**src/rtl/pcw_line_fetcher_if.sv**
```systemverilog
// Memory read port between the line fetcher (master) and the SDRAM/BRAM arbiter (slave).
interface pcw_line_fetcher_if #(
  parameter int ADDR_W = 17
);
  logic              mem_req;
  logic [ADDR_W-1:0] mem_addr;
  logic              mem_ack;
  logic [7:0]        mem_din;

  modport master (output mem_req, output mem_addr, input mem_ack, input mem_din);
  modport slave  (input mem_req, input mem_addr, output mem_ack, output mem_din);
endinterface

```
**src/rtl/pcw_line_fetcher.sv**
```systemverilog
// PCW scanline fetcher: roller-RAM lookup, burst fetch into a double-buffered line
// store, and 1/2/4 bpp pixel shift-out of the previously fetched line.
//
// state    | meaning
// IDLE     | nothing to do; waiting for an active-area line_start
// ROLL_LSB | reading low byte of roller entry at R
// ROLL_MSB | reading high byte of roller entry at R+1
// FETCH    | reading pixel byte k at L+8k into the back buffer
// DONE     | line fetched; waiting for next line_start or vblank
module pcw_line_fetcher #(
  parameter int BYTES_PER_LINE = 90,
  parameter int ADDR_W         = 17,
  parameter int BUF_AW         = 7
) (
  input  logic                clk_sys,
  input  logic                reset,
  input  logic                ce_pix,
  input  logic                line_start,
  input  logic                vblank,
  input  logic                active,
  input  logic [7:0]          fetch_line,
  input  logic [7:0]          roller_ptr,
  input  logic [7:0]          yscroll,
  input  logic [1:0]          mode,
  input  logic                inverse,
  input  logic                disable_vid,
  pcw_line_fetcher_if.master  mem,
  output logic [3:0]          pix_out,
  output logic                fetch_busy,
  output logic                underrun
);

  localparam logic [2:0] S_IDLE     = 3'd0;
  localparam logic [2:0] S_ROLL_LSB = 3'd1;
  localparam logic [2:0] S_ROLL_MSB = 3'd2;
  localparam logic [2:0] S_FETCH    = 3'd3;
  localparam logic [2:0] S_DONE     = 3'd4;

  localparam logic [BUF_AW-1:0] LAST_IDX = BUF_AW'(BYTES_PER_LINE - 1);

  logic [2:0]        state;
  logic [ADDR_W-1:0] roll_addr;
  logic [ADDR_W-1:0] line_base;
  logic [7:0]        roll_lo;
  logic [BUF_AW-1:0] fetch_idx;
  logic              front_sel;
  logic              vblank_q;

  logic              start;
  logic              busy;
  logic              buf_we;
  logic [7:0]        line_sum;
  logic [16:0]       roll_next;
  logic [16:0]       line_next;

  logic [7:0]        line_buf [0:(2**(BUF_AW+1))-1];

  assign start     = line_start && !vblank;
  assign busy      = (state == S_ROLL_LSB) || (state == S_ROLL_MSB) || (state == S_FETCH);
  assign fetch_busy = busy;
  assign line_sum  = fetch_line + yscroll;
  assign roll_next = {roller_ptr, 9'd0} + {8'd0, line_sum, 1'b0};
  assign line_next = {mem.mem_din, roll_lo[7:3], 1'b0, roll_lo[2:0]};
  // An ack coinciding with line_start is dropped: the new line owns the port.
  assign buf_we    = !reset && !start && (state == S_FETCH) && mem.mem_req && mem.mem_ack;

  always_ff @(posedge clk_sys) begin
    if (reset) begin
      state        <= S_IDLE;
      mem.mem_req  <= 1'b0;
      mem.mem_addr <= '0;
      roll_addr    <= '0;
      line_base    <= '0;
      roll_lo      <= '0;
      fetch_idx    <= '0;
      front_sel    <= 1'b0;
      vblank_q     <= 1'b0;
      underrun     <= 1'b0;
    end else begin
      vblank_q <= vblank;
      if (start) begin
        if (busy) underrun <= 1'b1;
        front_sel   <= ~front_sel;
        roll_addr   <= ADDR_W'(roll_next);
        mem.mem_req <= 1'b0;
        state       <= S_ROLL_LSB;
      end else begin
        case (state)
          S_ROLL_LSB: begin
            if (!mem.mem_req) begin
              mem.mem_req  <= 1'b1;
              mem.mem_addr <= roll_addr;
            end else if (mem.mem_ack) begin
              roll_lo     <= mem.mem_din;
              mem.mem_req <= 1'b0;
              state       <= S_ROLL_MSB;
            end
          end
          S_ROLL_MSB: begin
            if (!mem.mem_req) begin
              mem.mem_req  <= 1'b1;
              mem.mem_addr <= roll_addr + ADDR_W'(1);
            end else if (mem.mem_ack) begin
              line_base   <= ADDR_W'(line_next);
              fetch_idx   <= '0;
              mem.mem_req <= 1'b0;
              state       <= S_FETCH;
            end
          end
          S_FETCH: begin
            if (!mem.mem_req) begin
              mem.mem_req  <= 1'b1;
              mem.mem_addr <= line_base + ADDR_W'({fetch_idx, 3'b000});
            end else if (mem.mem_ack) begin
              mem.mem_req <= 1'b0;
              if (fetch_idx == LAST_IDX) state <= S_DONE;
              else fetch_idx <= fetch_idx + BUF_AW'(1);
            end
          end
          S_DONE: begin
            if (vblank && !vblank_q) state <= S_IDLE;
          end
          S_IDLE: ;
          default: state <= S_IDLE;
        endcase
      end
    end
  end

  always_ff @(posedge clk_sys) begin
    if (buf_we) line_buf[{~front_sel, fetch_idx}] <= mem.mem_din;
  end

  logic [2:0]        pix_cnt;
  logic [BUF_AW-1:0] byte_idx;
  logic              past_end;
  logic [7:0]        shreg;
  logic [1:0]        byte_mode;
  logic [7:0]        front_byte;
  logic [7:0]        cur_byte;
  logic [1:0]        cur_mode;
  logic [1:0]        pair;
  logic [3:0]        colour;
  logic [3:0]        pix_next;

  assign front_byte = line_buf[{front_sel, byte_idx}];
  // Pixel 0 of each byte uses the freshly read byte and the live mode.
  assign cur_byte   = (pix_cnt == 3'd0) ? front_byte : shreg;
  assign cur_mode   = (pix_cnt == 3'd0) ? mode : byte_mode;

  always_comb begin
    pair   = 2'b00;
    colour = 4'h0;
    case (pix_cnt[2:1])
      2'd0: pair = cur_byte[7:6];
      2'd1: pair = cur_byte[5:4];
      2'd2: pair = cur_byte[3:2];
      2'd3: pair = cur_byte[1:0];
      default: pair = 2'b00;
    endcase
    if (!past_end) begin
      case (cur_mode)
        2'd1:    colour = {pair, pair};
        2'd2:    colour = pix_cnt[2] ? cur_byte[3:0] : cur_byte[7:4];
        default: colour = {4{cur_byte[3'd7 - pix_cnt]}};
      endcase
    end
  end

  assign pix_next = (disable_vid || !active) ? {4{inverse}}
                                             : (inverse ? ~colour : colour);

  always_ff @(posedge clk_sys) begin
    if (reset) begin
      pix_cnt   <= '0;
      byte_idx  <= '0;
      past_end  <= 1'b0;
      shreg     <= '0;
      byte_mode <= '0;
      pix_out   <= '0;
    end else if (start) begin
      pix_cnt  <= '0;
      byte_idx <= '0;
      past_end <= 1'b0;
      pix_out  <= {4{inverse}};
    end else if (ce_pix) begin
      pix_out <= pix_next;
      if (active) begin
        if (pix_cnt == 3'd0) begin
          shreg     <= front_byte;
          byte_mode <= mode;
        end
        pix_cnt <= pix_cnt + 3'd1;
        if (pix_cnt == 3'd7) begin
          if (byte_idx == LAST_IDX) past_end <= 1'b1;
          else byte_idx <= byte_idx + BUF_AW'(1);
        end
      end
    end
  end

endmodule

```
**src/flat_wrapper.sv**
```systemverilog
// flat-port wrapper written by rule: the top's interface ports become plain ports
module pcw_line_fetcher_flat 
#(
  parameter int BYTES_PER_LINE = 90,
  parameter int ADDR_W         = 17,
  parameter int BUF_AW         = 7
)
  (clk_sys, reset, ce_pix, line_start, vblank, active, fetch_line, roller_ptr, yscroll, mode, inverse, disable_vid, pix_out, fetch_busy, underrun, mem_mem_req, mem_mem_addr, mem_mem_ack, mem_mem_din);
  pcw_line_fetcher_if #(.ADDR_W(ADDR_W)) mem_i ();
  input  logic clk_sys;
  input  logic reset;
  input  logic ce_pix;
  input  logic line_start;
  input  logic vblank;
  input  logic active;
  input  logic [7:0] fetch_line;
  input  logic [7:0] roller_ptr;
  input  logic [7:0] yscroll;
  input  logic [1:0] mode;
  input  logic inverse;
  input  logic disable_vid;
  output logic [3:0] pix_out;
  output logic fetch_busy;
  output logic underrun;
  output wire logic [$bits(mem_i.mem_req)-1:0] mem_mem_req;
  output wire logic [$bits(mem_i.mem_addr)-1:0] mem_mem_addr;
  input wire logic [$bits(mem_i.mem_ack)-1:0] mem_mem_ack;
  input wire logic [$bits(mem_i.mem_din)-1:0] mem_mem_din;
  assign mem_mem_req = mem_i.mem_req;
  assign mem_mem_addr = mem_i.mem_addr;
  assign mem_i.mem_ack = mem_mem_ack;
  assign mem_i.mem_din = mem_mem_din;
  pcw_line_fetcher #(.BYTES_PER_LINE(BYTES_PER_LINE), .ADDR_W(ADDR_W), .BUF_AW(BUF_AW)) u_core (.clk_sys(clk_sys), .reset(reset), .ce_pix(ce_pix), .line_start(line_start), .vblank(vblank), .active(active), .fetch_line(fetch_line), .roller_ptr(roller_ptr), .yscroll(yscroll), .mode(mode), .inverse(inverse), .disable_vid(disable_vid), .mem(mem_i), .pix_out(pix_out), .fetch_busy(fetch_busy), .underrun(underrun));
endmodule
```
**config.mk**
```make
export PLATFORM = sky130hd
export DESIGN_NAME = pcw_line_fetcher_flat
export DESIGN_NICKNAME = d
export VERILOG_FILES = /design/src/rtl/pcw_line_fetcher_if.sv /design/src/rtl/pcw_line_fetcher.sv /design/src/flat_wrapper.sv
export SDC_FILE = /design/constraint.sdc
export NUM_CORES = 2
export LEC_CHECK = 0
export CAP_MARGIN = 20
export CORE_MARGIN = 2
export CORE_UTILIZATION = 40
export DETAILED_ROUTE_END_ITERATION = 6
export PLACE_DENSITY = 0.58
export SYNTH_ARGS = -nofsm -noshare
export SYNTH_HDL_FRONTEND = slang
export SYNTH_SLANG_ARGS = --single-unit
export TNS_END_PERCENT = 50
```
**constraint.sdc**
```tcl
create_clock -name clk_sys -period 3.32 [get_ports clk_sys]
set_clock_uncertainty 0.15 [all_clocks]
set_input_delay 0.996 -clock clk_sys [delete_from_list [all_inputs] [get_ports clk_sys]]
set_output_delay 0.996 -clock clk_sys [all_outputs]
set_load 0.01 [all_outputs]
```
# == After elaboration in Yosys (flattened, before gate mapping) ==
# Memories as Yosys holds them, arrays and structs flattened.
# Index checks and enable logic that the tools add are counted.
# Widths: inputs -> output; s select.
# totals
word_cells,134
ff_bits,97
out_inout_bits,24
ram_bits,2048
in_bits,43
memories,1
# memory_table
memory,words,word_bits,rd,rd_ports_with_merged_regs,wr,line,rtl
u_core.line_buf,256,8,1,0,1,pcw_line_fetcher.sv:56,logic [7:0] line_buf [0:(2**(BUF_AW+1))-1];
# classes
n_eq_ne,33
reduce_logical,33
mux,36
add_sub_neg,8
order_cmp,1
bitwise,5
# op_table
operator,n
$mux 17,3
$pmux 17 s3,1
$mux 7,5
$mux 3,8
$mux 4,6
$reduce_and 9->1,2
$add 17x1->17 const B,1
$add 17x10->17,1
$add 17x9->17,1
$ne 2x2->1 const B,8
$reduce_and 4->1,4
$pmux 3 s5,1
$add 7x1->7 const B,2
$eq 7x7->1 const B,2
$pmux 7 s2,1
$ne 3x1->1 const B,4
$ne 3x2->1 const B,4
$ne 2x1->1 const B,5
$add 8x8->8,1
$mux 8,1
$pmux 2 s4,1
$pmux 4 s2,1
$reduce_and 7->1,1
$eq 2x2->1 const B,3
other kinds (24),49

# == Logic depth before layout (Yosys ltp) ==
# depth
word_depth,11
depth_mapped,18
ltp_nobuf,12

# == Least setup slack after synthesis ==
# Ideal clock, no wire load.
# synth_timing
kind,input to register
startpoint,input port vblank
endpoint,memory u_core.line_buf[103][0] (enable)
setup_ns,0.370
stages,8
n_path_buf,2
required_time_ns,2.800
path_slack_ns,-0.145
arrival_time_ns,2.945
path_cell_list,inv_1 nand2_1 nand3_1 nor3_1 clkbuf_1 nand3_1 clkbuf_1 nor2_1
# synth_via
elab_chain_cells,9
# synth_rtl
element,line,rtl
start: declaration,flat_wrapper.sv:14,input logic vblank;
$logic_not 1->1,pcw_line_fetcher.sv:58,assign start = line_start && !vblank;
$logic_and 1x1->1,pcw_line_fetcher.sv:58,
$logic_not 1->1,pcw_line_fetcher.sv:65,assign buf_we = !reset && !start && (state == S_FETCH) && mem.mem_req && mem.mem_ack;
$logic_and 1x1->1 (4 in a row),pcw_line_fetcher.sv:65,
$mux 1,pcw_line_fetcher.sv:131,"if (buf_we) line_buf[{~front_sel, fetch_idx}] <= mem.mem_din;"
$mux 1 (not written as such),pcw_line_fetcher.sv:131,
end: declaration,pcw_line_fetcher.sv:56,
# No other way between the ends.

# == Worst setup path in the final report ==
# layout_timing
startpoint,register u_core.byte_idx[0]
endpoint,register u_core.pix_out[3]
# layout_via
elab_chain_cells,11
elab_cells_between_ends,13
cone_classes,mux: 11; bitwise: 1; memory: 1
# layout_rtl
element,line,rtl
start: declaration,pcw_line_fetcher.sv:135,logic [BUF_AW-1:0] byte_idx;
start signal: assignment,pcw_line_fetcher.sv:196,else byte_idx <= byte_idx + BUF_AW'(1);
$mem_v2 256x8 (*),--,
$mux 8 (*),--,
$bmux 1 s3,pcw_line_fetcher.sv:165,default: colour = {4{cur_byte[3'd7 - pix_cnt]}};
$mux 1 (not written as such),pcw_line_fetcher.sv:165,
$pmux 4 s2 (*),pcw_line_fetcher.sv:162,case (cur_mode)
$mux 4 (*),pcw_line_fetcher.sv:161,if (!past_end) begin
$not 4->4,pcw_line_fetcher.sv:171,: (inverse ? ~colour : colour);
$mux 4 (*),pcw_line_fetcher.sv:171,
$mux 4 (*),pcw_line_fetcher.sv:170,assign pix_next = (disable_vid || !active) ? {4{inverse}}
$mux 4 (*),pcw_line_fetcher.sv:186,end else if (ce_pix) begin
$mux 4 (*),pcw_line_fetcher.sv:181,end else if (start) begin
end signal: assignment,pcw_line_fetcher.sv:185,pix_out <= {4{inverse}};
end signal: assignment,pcw_line_fetcher.sv:187,pix_out <= pix_next;
end: declaration,pcw_line_fetcher.sv:28,"output logic [3:0] pix_out,"
# Mark *: on every way between the ends. The rest lies on a longest branch, timed or not. The select of a mux whose other input is x is not followed.
# A chain may end at the register's enable or synchronous reset.

==> metrics <==
leakage power 0.0336 uW; Global Route Usage Sum 0.230; Detail Route Antenna Nets 0; hold path depth 1; TritonRoute pass-1 iters 7; die width about 470 microns; Synth Register Bits 2144; count of final hold-check violations 0; end of the critical path u_core.pix_out[3]$_SDFFE_PP0P_; sequential area share after synthesis 0.746; post-detail-place hpwl 168000 microns; RSZ-0062 raised after global routing true; routability congestion estimate just over 0.9; CP Class register to register; Hold Crit Class input port to register; CTS tree yes; total gr overflow 0; overall power 54300 uW; CP Launch Type register; IO Port Bufs 66; reg2reg path depth 15; synth unique cells 89; fillers 17300; Power Dens Cells 524 nW/um^2; placed insts 7966; Crit. Startpoint u_core.byte_idx[0]$_SDFFE_PP0P_; FFs w/ async S/R, synth 0; num ports 67; ys flop type edfxtp_1; cell row count between 150 and 200; top area cells in the synthesized netlist edfxtp_1, mux4_2, mux2i_1; count of flip-flops with a built-in enable after synthesis 2048; drt wl/cell 29.9 microns; initial drt markers 5741; Mapped Nets 4472; Synth area leader edfxtp_1; fin. max-slew vios 0; Mapped Area roughly 85000 sq um; first-pass GRT wire length 355000 microns; initial antenna violation count 6; final worst slack -423 ps; Tcrit/Tclk final 1.13; Max Freq 267 MHz; worst flop-to-flop path endpoint u_core.pix_out[3]$_SDFFE_PP0P_; Die Footprint about 220000 sq um; Clock Sinks 2144; Critical Path Fanout Max 5; worst r2r src u_core.byte_idx[0]$_SDFFE_PP0P_; Final Net Count 5455; most common library cells after synthesis edfxtp_1, mux4_2, nor2_1, mux2i_1, nand2_1; Max transition margin 0.309; CP Capture Type register; CP Data Required Time 3900 ps; drt drc 0; top-count cell post-synth edfxtp_1; CTS buffer count 213; VDD IR max 0.000514 V; routed vias 47600; Max H-tree Level 4; Syn Area/Cell between 15 and 20 sq um; Final min period around 3700 ps; status finished with violations; clock buffer depth 3; failing checks setup timing; vias per cell 5.68; vias in the first global route 47300; Ys Warns 0; standard cell core area 212000 sq um; Slew @ Worst Pin about 1000 ps; DRT Wirelength 251000 microns; max cap viols 0; Initial Utilization 0.402; CTS clk-pin slew, worst paths roughly 60 ps; endpoints failing setup 8; worst reg-to-reg setup slack -420 ps; post-synthesis instance total 4404; layout-stage area growth over the synthesis result 21.9%; layout cell share with drive strength beyond 1 0.328; largest net degree at the start of global routing 125; Yosys top cell area share 0.723; Clock Tree Root clkbuf_16; Die H 465 microns; Skew-Pair Late Insertion Delay 880 ps; WP data arrival roughly 4300 ps; Finished Layout Cells 8390
-- layout make-up --
| class | instances | area, sq um | share of cell area |
|---|---|---|---|
| inverter | 25 | 100 | 0.000966 |
| multi-input combinational | 1966 | 20200 | 0.194 |
| clock buffer | 267 | 5590 | 0.0539 |
| sequential | 2144 | 63400 | 0.612 |
| tap | 2821 | 3530 | 0.0341 |
| timing repair buffer | 1037 | 9570 | 0.0923 |
| antenna | 2 | 5.00 | 0.0000483 |
| clock inverter | 128 | 1260 | 0.0121 |
-- cells by family after synthesis --
kind of cell               after synthesis  share of synthesized area
xor gates and xnor gates                31                    0.00319
AOI/OAI and AO/OA                      450                     0.0371
adders and majority gates               25                    0.00385
muxes                                  689                      0.148
buffers and inverters                  294                     0.0228
DFF                                   2144                      0.746
and+or+nand+nor                        771                     0.0390
-- state kept, by name, indices dropped and copies added (netlist names), 2 cells and up --
name                 cells
u_core.byte_idx          7
u_core.byte_mode         2
u_core.fetch_idx         7
u_core.line_base        16
u_core.line_buf       2048
u_core.mem.mem_addr     17
u_core.pix_cnt           3
u_core.pix_out           4
u_core.roll_addr        16
u_core.roll_lo           8
u_core.shreg             8
u_core.state             3
-- metal layers --
layer / up-vias / global-route usage / part of all wire
met3: 369 / 0.0478 / 0.082
met4: 2 / 0.0797 / 0.034
met2: 2071 / 0.362 / 0.47
met1: 25300 / 0.319 / 0.41
li1: 19900 / - / -
met5: - / 0 / 0.000044
-- worst max-delay path, cell delays in order (launching register included) --
cell and delay, ps:
dfxtp_4 380, buf_12 140, buf_16 130, buf_4 160, buf_4 120, mux4_2 500
a22o_1 250, a211o_1 350, a311oi_2 300, buf_4 190, nor2_1 70, a2bb2oi_2 210
a32oi_1 150, a32oi_1 220, a21boi_2 200, o211ai_1 90
-- cell usage in the layout (no fill, tap or decap), types with 34 or more instances in the layout --
master           synthesis  final
clkinv_1                 1     49
clkbuf_1               100     51
a21oi_1                111    107
edfxtp_1              2048   2048
nand2_1                217    217
mux2i_1                227    220
nor2_1                 371    365
mux4_2                 431    434
buf_12                   8    109
nand3_1                 66     57
clkinv_2                 0     34
buf_4                   38    838
clkbuf_16                0    215
a22oi_1                 53     46
dfxtp_1                 96     88
clkdlybuf4s50_1          0     57
-- metrics by stage --
step                      worst slack [ps]  hold WS (ps)   util  setup TNS [ps]  area [sq um]
after floorplan                       49.5           281      -               0         85000
after global placement               -1160           293  0.453         -239750         95900
after detailed placement             -1180           295  0.453         -231380         95900
after CTS                             -304           229  0.489           -1500        104000
after global routing                  -503           257  0.490           -2940        104000
final                                 -423           284  0.490           -1880        104000
-- power breakdown --
group | switching, uW | leakage, uW | internal (uW)
clock | 10500 | 0.00329 | 13200
sequential | 41.9 | 0.0192 | 29600
combinational | 702 | 0.0111 | 275
-- how the worst min path moves through the flow --
stage	start	slack, ps	to
after floorplan	u_core.roll_lo[0]$_SDFFE_PP0P_	280	u_core.line_base[0]$_SDFFE_PP0P_
after global placement	u_core.roll_lo[0]$_SDFFE_PP0P_	290	u_core.line_base[0]$_SDFFE_PP0P_
after detailed placement	u_core.roll_lo[0]$_SDFFE_PP0P_	300	u_core.line_base[0]$_SDFFE_PP0P_
after CTS	mem_mem_din[3]	230	u_core.line_buf[43][3]$_DFFE_PP_
after global routing	mem_mem_din[3]	260	u_core.line_buf[41][3]$_DFFE_PP_
final	mem_mem_din[3]	280	u_core.line_buf[43][3]$_DFFE_PP_
-- timing repair --
action,4_1_cts,5_1_grt
resized for setup,113,17
endpoints found under the setup margin,13,10
setup buffers,23,4
gates cloned,3,0
pin swaps,30,14
hold buffers,0,0
Power figures use the tool's default switching activity.
